$ cat src/rtl/fpu_div_iterative.sv
// FP16 divider: radix-2 restoring mantissa division, one quotient bit per cycle.
// One operation in flight. The result appears 15 cycles after accept, with a one-cycle valid_out pulse.
module fpu_div_iterative #(
    parameter int QBITS = 13
) (
    input  logic        clk,
    input  logic        rst_n,
    input  logic        valid_in,
    input  logic [15:0] a,
    input  logic [15:0] b,
    output logic        ready,
    output logic        valid_out,
    output logic [15:0] result,
    output logic [1:0]  dbg_state_o
);

    typedef enum logic [1:0] {
        IDLE  = 2'd0,
        ITER  = 2'd1,
        NORM  = 2'd2,
        ROUND = 2'd3
    } state_e;

    state_e             state_q;
    logic               ready_q;
    logic               valid_out_q;
    logic [15:0]        result_q;
    logic               sign_q;
    logic signed [7:0]  exp_q;
    logic [10:0]        mb_q;
    logic [11:0]        rem_q;
    logic [QBITS-1:0]   quo_q;
    logic [3:0]         cnt_q;
    logic               special_q;
    logic [15:0]        special_res_q;
    logic [9:0]         frac_q;

    // Operand unpack and special-case classification.
    logic [4:0]         a_exp, b_exp;
    logic [9:0]         a_frac, b_frac;
    logic               a_zero, a_inf, a_nan;
    logic               b_zero, b_inf, b_nan;
    logic               in_sign;
    logic signed [7:0]  exp_init;
    logic               special_d;
    logic [15:0]        special_res_d;

    always_comb begin
        a_exp    = a[14:10];
        b_exp    = b[14:10];
        a_frac   = a[9:0];
        b_frac   = b[9:0];
        in_sign  = a[15] ^ b[15];
        a_zero   = (a_exp == 5'd0);
        b_zero   = (b_exp == 5'd0);
        a_inf    = (a_exp == 5'd31) && (a_frac == 10'd0);
        b_inf    = (b_exp == 5'd31) && (b_frac == 10'd0);
        a_nan    = (a_exp == 5'd31) && (a_frac != 10'd0);
        b_nan    = (b_exp == 5'd31) && (b_frac != 10'd0);
        exp_init = $signed({3'b000, a_exp}) - $signed({3'b000, b_exp}) + 8'sd15;

        special_d     = 1'b1;
        special_res_d = 16'h0000;
        if (a_nan || b_nan || (a_zero && b_zero) || (a_inf && b_inf)) begin
            special_res_d = 16'h7E00;
        end else if (a_inf || b_zero) begin
            special_res_d = {in_sign, 15'h7C00};
        end else if (a_zero || b_inf) begin
            special_res_d = {in_sign, 15'h0000};
        end else begin
            special_d = 1'b0;
        end
    end

    // One restoring step. rem_q < 2*mb_q always holds, so the sign bit of the
    // 12-bit difference alone tells whether the divisor fits.
    logic [11:0] rem_diff;
    logic        rem_ge;
    logic [11:0] rem_d;

    always_comb begin
        rem_diff = rem_q - {1'b0, mb_q};
        rem_ge   = ~rem_diff[11];
        rem_d    = rem_ge ? {rem_diff[10:0], 1'b0} : {rem_q[10:0], 1'b0};
    end

    // Normalize to 1.xxx and round to nearest even with guard/round/sticky.
    logic [11:0]        norm_bits;
    logic signed [7:0]  norm_exp;
    logic               sticky;
    logic               round_up;
    logic [10:0]        frac_sum;
    logic [9:0]         rnd_frac;
    logic signed [7:0]  rnd_exp;

    always_comb begin
        norm_bits = quo_q[QBITS-1] ? quo_q[QBITS-2:0] : {quo_q[QBITS-3:0], 1'b0};
        norm_exp  = quo_q[QBITS-1] ? exp_q : (exp_q - 8'sd1);
        sticky    = (rem_q != 12'd0);
        round_up  = norm_bits[1] & (norm_bits[0] | sticky | norm_bits[2]);
        frac_sum  = {1'b0, norm_bits[11:2]} + {10'd0, round_up};
        rnd_frac  = frac_sum[9:0];
        rnd_exp   = frac_sum[10] ? (norm_exp + 8'sd1) : norm_exp;
    end

    logic [15:0] packed_res;

    always_comb begin
        if (special_q) begin
            packed_res = special_res_q;
        end else if (exp_q >= 8'sd31) begin
            packed_res = {sign_q, 15'h7C00};
        end else if (exp_q <= 8'sd0) begin
            packed_res = {sign_q, 15'h0000};
        end else begin
            packed_res = {sign_q, exp_q[4:0], frac_q};
        end
    end

    always_ff @(posedge clk or negedge rst_n) begin
        if (!rst_n) begin
            state_q       <= IDLE;
            ready_q       <= 1'b1;
            valid_out_q   <= 1'b0;
            result_q      <= 16'h0000;
            sign_q        <= 1'b0;
            exp_q         <= 8'sd0;
            mb_q          <= 11'd0;
            rem_q         <= 12'd0;
            quo_q         <= '0;
            cnt_q         <= 4'd0;
            special_q     <= 1'b0;
            special_res_q <= 16'h0000;
            frac_q        <= 10'd0;
        end else begin
            case (state_q)
                IDLE: begin
                    valid_out_q <= 1'b0;
                    if (valid_in && ready_q) begin
                        ready_q       <= 1'b0;
                        sign_q        <= in_sign;
                        exp_q         <= exp_init;
                        mb_q          <= {1'b1, b_frac};
                        rem_q         <= {2'b01, a_frac};
                        quo_q         <= '0;
                        cnt_q         <= 4'd0;
                        special_q     <= special_d;
                        special_res_q <= special_res_d;
                        state_q       <= ITER;
                    end
                end
                ITER: begin
                    quo_q <= {quo_q[QBITS-2:0], rem_ge};
                    rem_q <= rem_d;
                    cnt_q <= cnt_q + 4'd1;
                    if (cnt_q == 4'(QBITS - 1)) begin
                        state_q <= NORM;
                    end
                end
                NORM: begin
                    exp_q   <= rnd_exp;
                    frac_q  <= rnd_frac;
                    state_q <= ROUND;
                end
                ROUND: begin
                    result_q    <= packed_res;
                    valid_out_q <= 1'b1;
                    ready_q     <= 1'b1;
                    state_q     <= IDLE;
                end
                default: state_q <= IDLE;
            endcase
        end
    end

    assign ready       = ready_q;
    assign valid_out   = valid_out_q;
    assign result      = result_q;
    assign dbg_state_o = state_q;

endmodule

$ cat config.mk
export PLATFORM = sky130hd
export DESIGN_NAME = fpu_div_iterative
export DESIGN_NICKNAME = d
export VERILOG_FILES = /design/src/rtl/fpu_div_iterative.sv
export SDC_FILE = /design/constraint.sdc
export NUM_CORES = 1
export LEC_CHECK = 0
export ABC_AREA = 1
export CAP_MARGIN = 10
export CELL_PAD_IN_SITES_DETAIL_PLACEMENT = 0
export CELL_PAD_IN_SITES_GLOBAL_PLACEMENT = 1
export CORE_UTILIZATION = 45
export CTS_CLUSTER_SIZE = 25
export DETAILED_ROUTE_END_ITERATION = 8
export PLACE_DENSITY_LB_ADDON = 0.05
export SLEW_MARGIN = 20
export SYNTH_ARGS = -nofsm -noshare
export SYNTH_HDL_FRONTEND = slang
export SYNTH_SLANG_ARGS = --single-unit
$ cat constraint.sdc
create_clock -name clk -period 4.5 [get_ports clk]
set_input_delay 0.675 -clock clk [delete_from_list [all_inputs] [get_ports clk]]
set_output_delay 0.675 -clock clk [all_outputs]
set_load 0.02 [all_outputs]
# [Word-level counts from Yosys, hierarchy flattened]
# Cells that the tools add are included.
[word_totals] out_inout_bits=20 input_bits=35 regBits=96
[classes] muxes=27 eq_ne=8 addsub=7 n_bitwise=5 reduce_logical=28 n_lt_le_gt_ge=2
[ops] cell="16-bit two-way mux" n=4
[ops] cell="12-bit two-way mux" n=3
[ops] cell="15-bit two-way mux" n=2
[ops] cell="13-bit case mux with 2 select lines" n=1
[ops] cell="8-bit two-way mux" n=3
[ops] cell="12-bit case mux with 2 select lines" n=1
[ops] cell="10-bit zero test" n=2
[ops] cell="10-bit nonzero test" n=2
[ops] cell="8-bit case mux with 2 select lines" n=1
[ops] cell="13-bit two-way mux" n=1
[ops] cell="12-bit nonzero test" n=1
[ops] cell="12-bit by 11-bit subtractor with 12-bit output" n=1
[ops] cell="10-bit by 1-bit adder with 11-bit output" n=1
[ops] cell="5-bit == test (second input constant)" n=2
[ops] cell="5-bit zero test" n=2
[ops] cell="2-bit AND reduction" n=5
[ops] cell="8-bit by 2-bit adder with 8-bit output (second input constant)" n=1
[ops] cell="8-bit by 6-bit >= comparator with 1-bit output (second input constant)" n=1
[ops] cell="8-bit by 1-bit less-or-equal comparator with 1-bit output (second input constant)" n=1
[ops] cell="2-bit case mux with 4 select lines" n=1
[ops] cell="4-bit case mux with 2 select lines" n=1
[ops] cell="8-bit by 2-bit subtractor with 8-bit output (second input constant)" n=1
[ops] cell="6-bit by 5-bit adder with 7-bit output (second input constant)" n=1
[ops] cell="1-bit logical AND" n=7
[ops] cell="17 further kinds" n=31

# [Depth between registers and ports, before layout]
[depth] depth_word=7 depth_mapped=15 depth_no_buf=15

# [Worst setup path after synthesis]
# Ideal clock, no wire load.
[synth_path] kind="in2reg" from="input a[10]" to="register exp_q[4]" slack_ns=2.147 t_arrival_ns=2.276 required_time_ns=4.423 stages=12 setup_time_ns=0.077 cell_sequence="inv_1 > ha_1 > fa_1 > ha_1 > inv_1 > nor2_1 > inv_1 > o21ai_0 > nand2_1 > o21ai_0 > inv_1 > a21oi_1"
[synth_between] elab_chain_cells=4
[synth_lines] item="start, declared" line_no="9" rtl="input logic [15:0] a,"
[synth_lines] item="5-bit by 5-bit subtractor with 6-bit output" line_no="60" rtl="exp_init = $signed({3'b000, a_exp}) - $signed({3'b000, b_exp}) + 8'sd15;"
[synth_lines] item="6-bit by 5-bit adder with 7-bit output" line_no="60"
[synth_lines] item="8-bit two-way mux" line_no="139" rtl="if (valid_in && ready_q) begin"
[synth_lines] item="8-bit case mux with 2 select lines" line_no="136" rtl="case (state_q)"
[synth_lines] item="end signal, assigned" line_no="142" rtl="exp_q <= exp_init;"
[synth_lines] item="end signal, assigned" line_no="161" rtl="exp_q <= rnd_exp;"
[synth_lines] item="end, declared" line_no="29" rtl="logic signed [7:0] exp_q;"
# Every way passes these cells. The select of a mux whose other input is x is not followed.
# A chain may end at the register's enable or synchronous reset.

# [Worst setup path in the final report]
# Same ends and word-level chain as after synthesis.

==> metrics.yaml <==
clock_tree:
  cts_buffers: 9
  cts_sinks: 83
  cts_buffer_depth: 2
  post-cts-setup-buffer-count: 0
  cts_tree: "done"
  cts_htree_levels: 3
  clk_latency_ps: 350
  cts_resized: 0
  clk_pin_slew_worst_paths_ps: 60
  cts_hold_buffers: 0
  clockRootBuffer: "clkbuf_16"
sta:
  fmax_ghz: 0.384
  worst_clock_skew_ps: 10.3
  maxSlewViolCount: 0
  rsz0062_at_grt: "no"
  setup_viol: 0
  tns_ps: 0
  fin_crit_sh_pct: 57.8
  worst_slew_pin_slew_ps: 739
  hold_viol: 0
  period_needed_ps: 2600
  holdWs_ps: 381
  relSlewSlack_pct: 50.4
critical_path:
  reg2reg_slack_ps: 2020
  startpoint_type: "primary input"
  end_kind: "flop"
  crit_type: "in -> reg"
  worstPathMaxFanout: 3
  worstPathArrival_ps: 2870
  crit_required_ps: 4770
  r2r_end: "exp_q[2]$_DFFE_PN0P_"
  timing.rr.start: "quo_q[12]$_DFFE_PN0P_"
  ff2ff_path_depth: 8
global_routing:
  antenna_found_initial: 0
  grt_overflow: 0
  grt_pass1_vias: 4610
  grt_pass1_wl_um: 21800
  track_usage_pct: 21.9
  grt_max_degree: 84
run_status:
  status: "finished clean"
layout:
  drive_above_1_share_pct: 3.89
  layout.cells.most_common: "nand2_1"
  finalNonFillerCells: 939
  design_area_um2: 6300
  nFillCells: 1160
  seq_area_um2: 2080
  final_cell_mix: "nand2_1, inv_1, dfrtp_1"
  multi_input_area_um2: 2710
  nNetsFinal: 857
  antennaDiodeCount: 0
  syn_to_final_growth_pct: 18.4
detailed_routing:
  num_vias: 4811
  drt-initial-drc-count: 326
  ant_nets: 0
  wl_um: 12800
  post-route-drc-count: 0
  wl_per_cell_um: 13.7
  vias_per_cell: 5.12
  drt_pass1_iterations: 4
power_and_ir_drop:
  clkPwrFrac_pct: 16.8
  p_comb_share_pct: 54.7
  p_int_mw: 2.38
  vdd_drop_max_mv: 0.371
  p_per_area_nw_per_um2: 707
  swShare_pct: 46.6
  p_leak_nw: 3.11
  p_sw_mw: 2.08
  power_frac_seq_pct: 28.5
die:
  fp.coreArea_um2: 11500
  row_count: 39
  start_util_pct: 46.4
  dieArea_um2: 12300
  dieHeight_um: 111
  io_pins: 55
  die_w_um: 111
place:
  dp_hpwl_um: 9730
  place.gp.congestion: 0.862
  io_buffers: 54
  place_area_um2: 6000
  dpl.cell_count: 923
logic_synthesis:
  synth_nets: 804
  syn_inst: 738
  synth-seq-area-share_pct: 39.0
  synth-seq-cells: 83
  avgSynthCellArea_um2: 7.22
  synth_area_um2: 5330
  ys_types: 35
  ys_warn_count: 0
job:
  drv_cap: 0
min_path:
  hold_path.class: "in -> async"
## cell type report
cell class | instances | share of cell area [%]
flip-flops and latches | 83 | 33.0
multi-input cells | 515 | 43.0
clock buffers | 9 | 3.57
inverters | 124 | 7.38
clock inverters | 7 | 1.17
well taps | 143 | 2.84
repair buffers | 58 | 9.07
## power by group through the flow
stage | logic, mW | clock network [mW] | registers, mW
4_1_cts | 2.44 | 0.770 | 1.27
2_1_floorplan | 1.74 | 0 | 1.29
5_1_grt | 2.78 | 0.803 | 1.31
3_5_place_dp | 2.43 | 0 | 1.28
3_3_place_gp | 2.38 | 0 | 1.27
6_report | 2.44 | 0.749 | 1.27
## per-stage QoR
step	setup WS, ps	util [%]	total power [mW]
6_report	1900	55.0	4.45
5_1_grt	1740	55.0	4.89
4_1_cts	1910	54.9	4.49
3_5_place_dp	1550	52.3	3.71
3_3_place_gp	1570	52.3	3.66
2_1_floorplan	2150	-	3.04
## state kept, by name (all words and copies together) (netlist names), 2 cells and up
register,cells
quo_q,13
mb_q,11
special_res_q,3
result,16
rem_q,12
dbg_state_o,2
frac_q,10
exp_q,8
cnt_q,4
## cell usage after synthesis
cell type	instances	share of area, %
nor3_1	7	0.66
nor2_1	49	3.5
inv_1	121	8.5
a31oi_1	1	0.12
o21bai_1	3	0.42
xnor2_1	5	0.82
a21oi_1	37	3.5
buf_1	1	0.070
or2_2	1	0.12
o211ai_1	4	0.56
buf_6	1	0.21
nand2_1	182	13
ha_1	29	6.8
nand4_1	13	1.5
a21o_1	5	0.70
dfstp_2	1	0.49
o21a_1	1	0.14
nand3_4	1	0.33
nor4_1	2	0.23
o21ai_1	4	0.38
nor2_2	2	0.23
o22ai_1	23	2.7
and2_1	1	0.12
o21ai_0	62	5.8
clkinv_1	3	0.21
a22oi_1	1	0.14
nand3_1	64	6.0
xor2_1	9	1.5
buf_2	3	0.28
nor2_4	2	0.42
fa_1	2	0.75
nand3b_1	2	0.28
dfrtp_1	82	39
nand2_2	3	0.35
clkbuf_1	11	0.78
## per-layer routing
| layer | GRT usage, % | part of all wire, % | up-vias |
|---|---|---|---|
| met5 | 0 | 0 | - |
| met4 | 6.13 | 1.0 | 0 |
| met3 | 3.72 | 3.8 | 14 |
| met2 | 37.9 | 48 | 92 |
| met1 | 28.0 | 47 | 2202 |
| li1 | - | - | 2503 |
## logic make-up after synthesis
family	share of synthesized area [%]
xor gates and xnor gates	2.30
buffers and inverters	10.1
adders and majority gates	7.56
AOI/OAI and AO/OA	14.5
and+or+nand+nor	26.6
DFF	39.0
## critical path: stages
cell and delay, ps:
clkdlybuf4s50_1 450, inv_1 70, ha_1 240, fa_1 510, ha_1 140, inv_1 40
nor2_1 90, inv_1 60, o21ai_0 210, nand2_1 70, o21ai_0 140, inv_1 60
a21oi_1 120
## worst max path at each step
stage                                       to   from  slack (ps)
after floorplan           exp_q[4]$_DFFE_PN0P_  a[10]        2150
after global placement    exp_q[4]$_DFFE_PN0P_  a[10]        1570
after detailed placement  exp_q[7]$_DFFE_PN0P_  a[10]        1550
after CTS                 exp_q[7]$_DFFE_PN0P_  a[10]        1910
after global routing      exp_q[6]$_DFFE_PN0P_  a[10]        1740
final                     exp_q[4]$_DFFE_PN0P_  a[10]        1900
(Power assumes the default switching activity.)
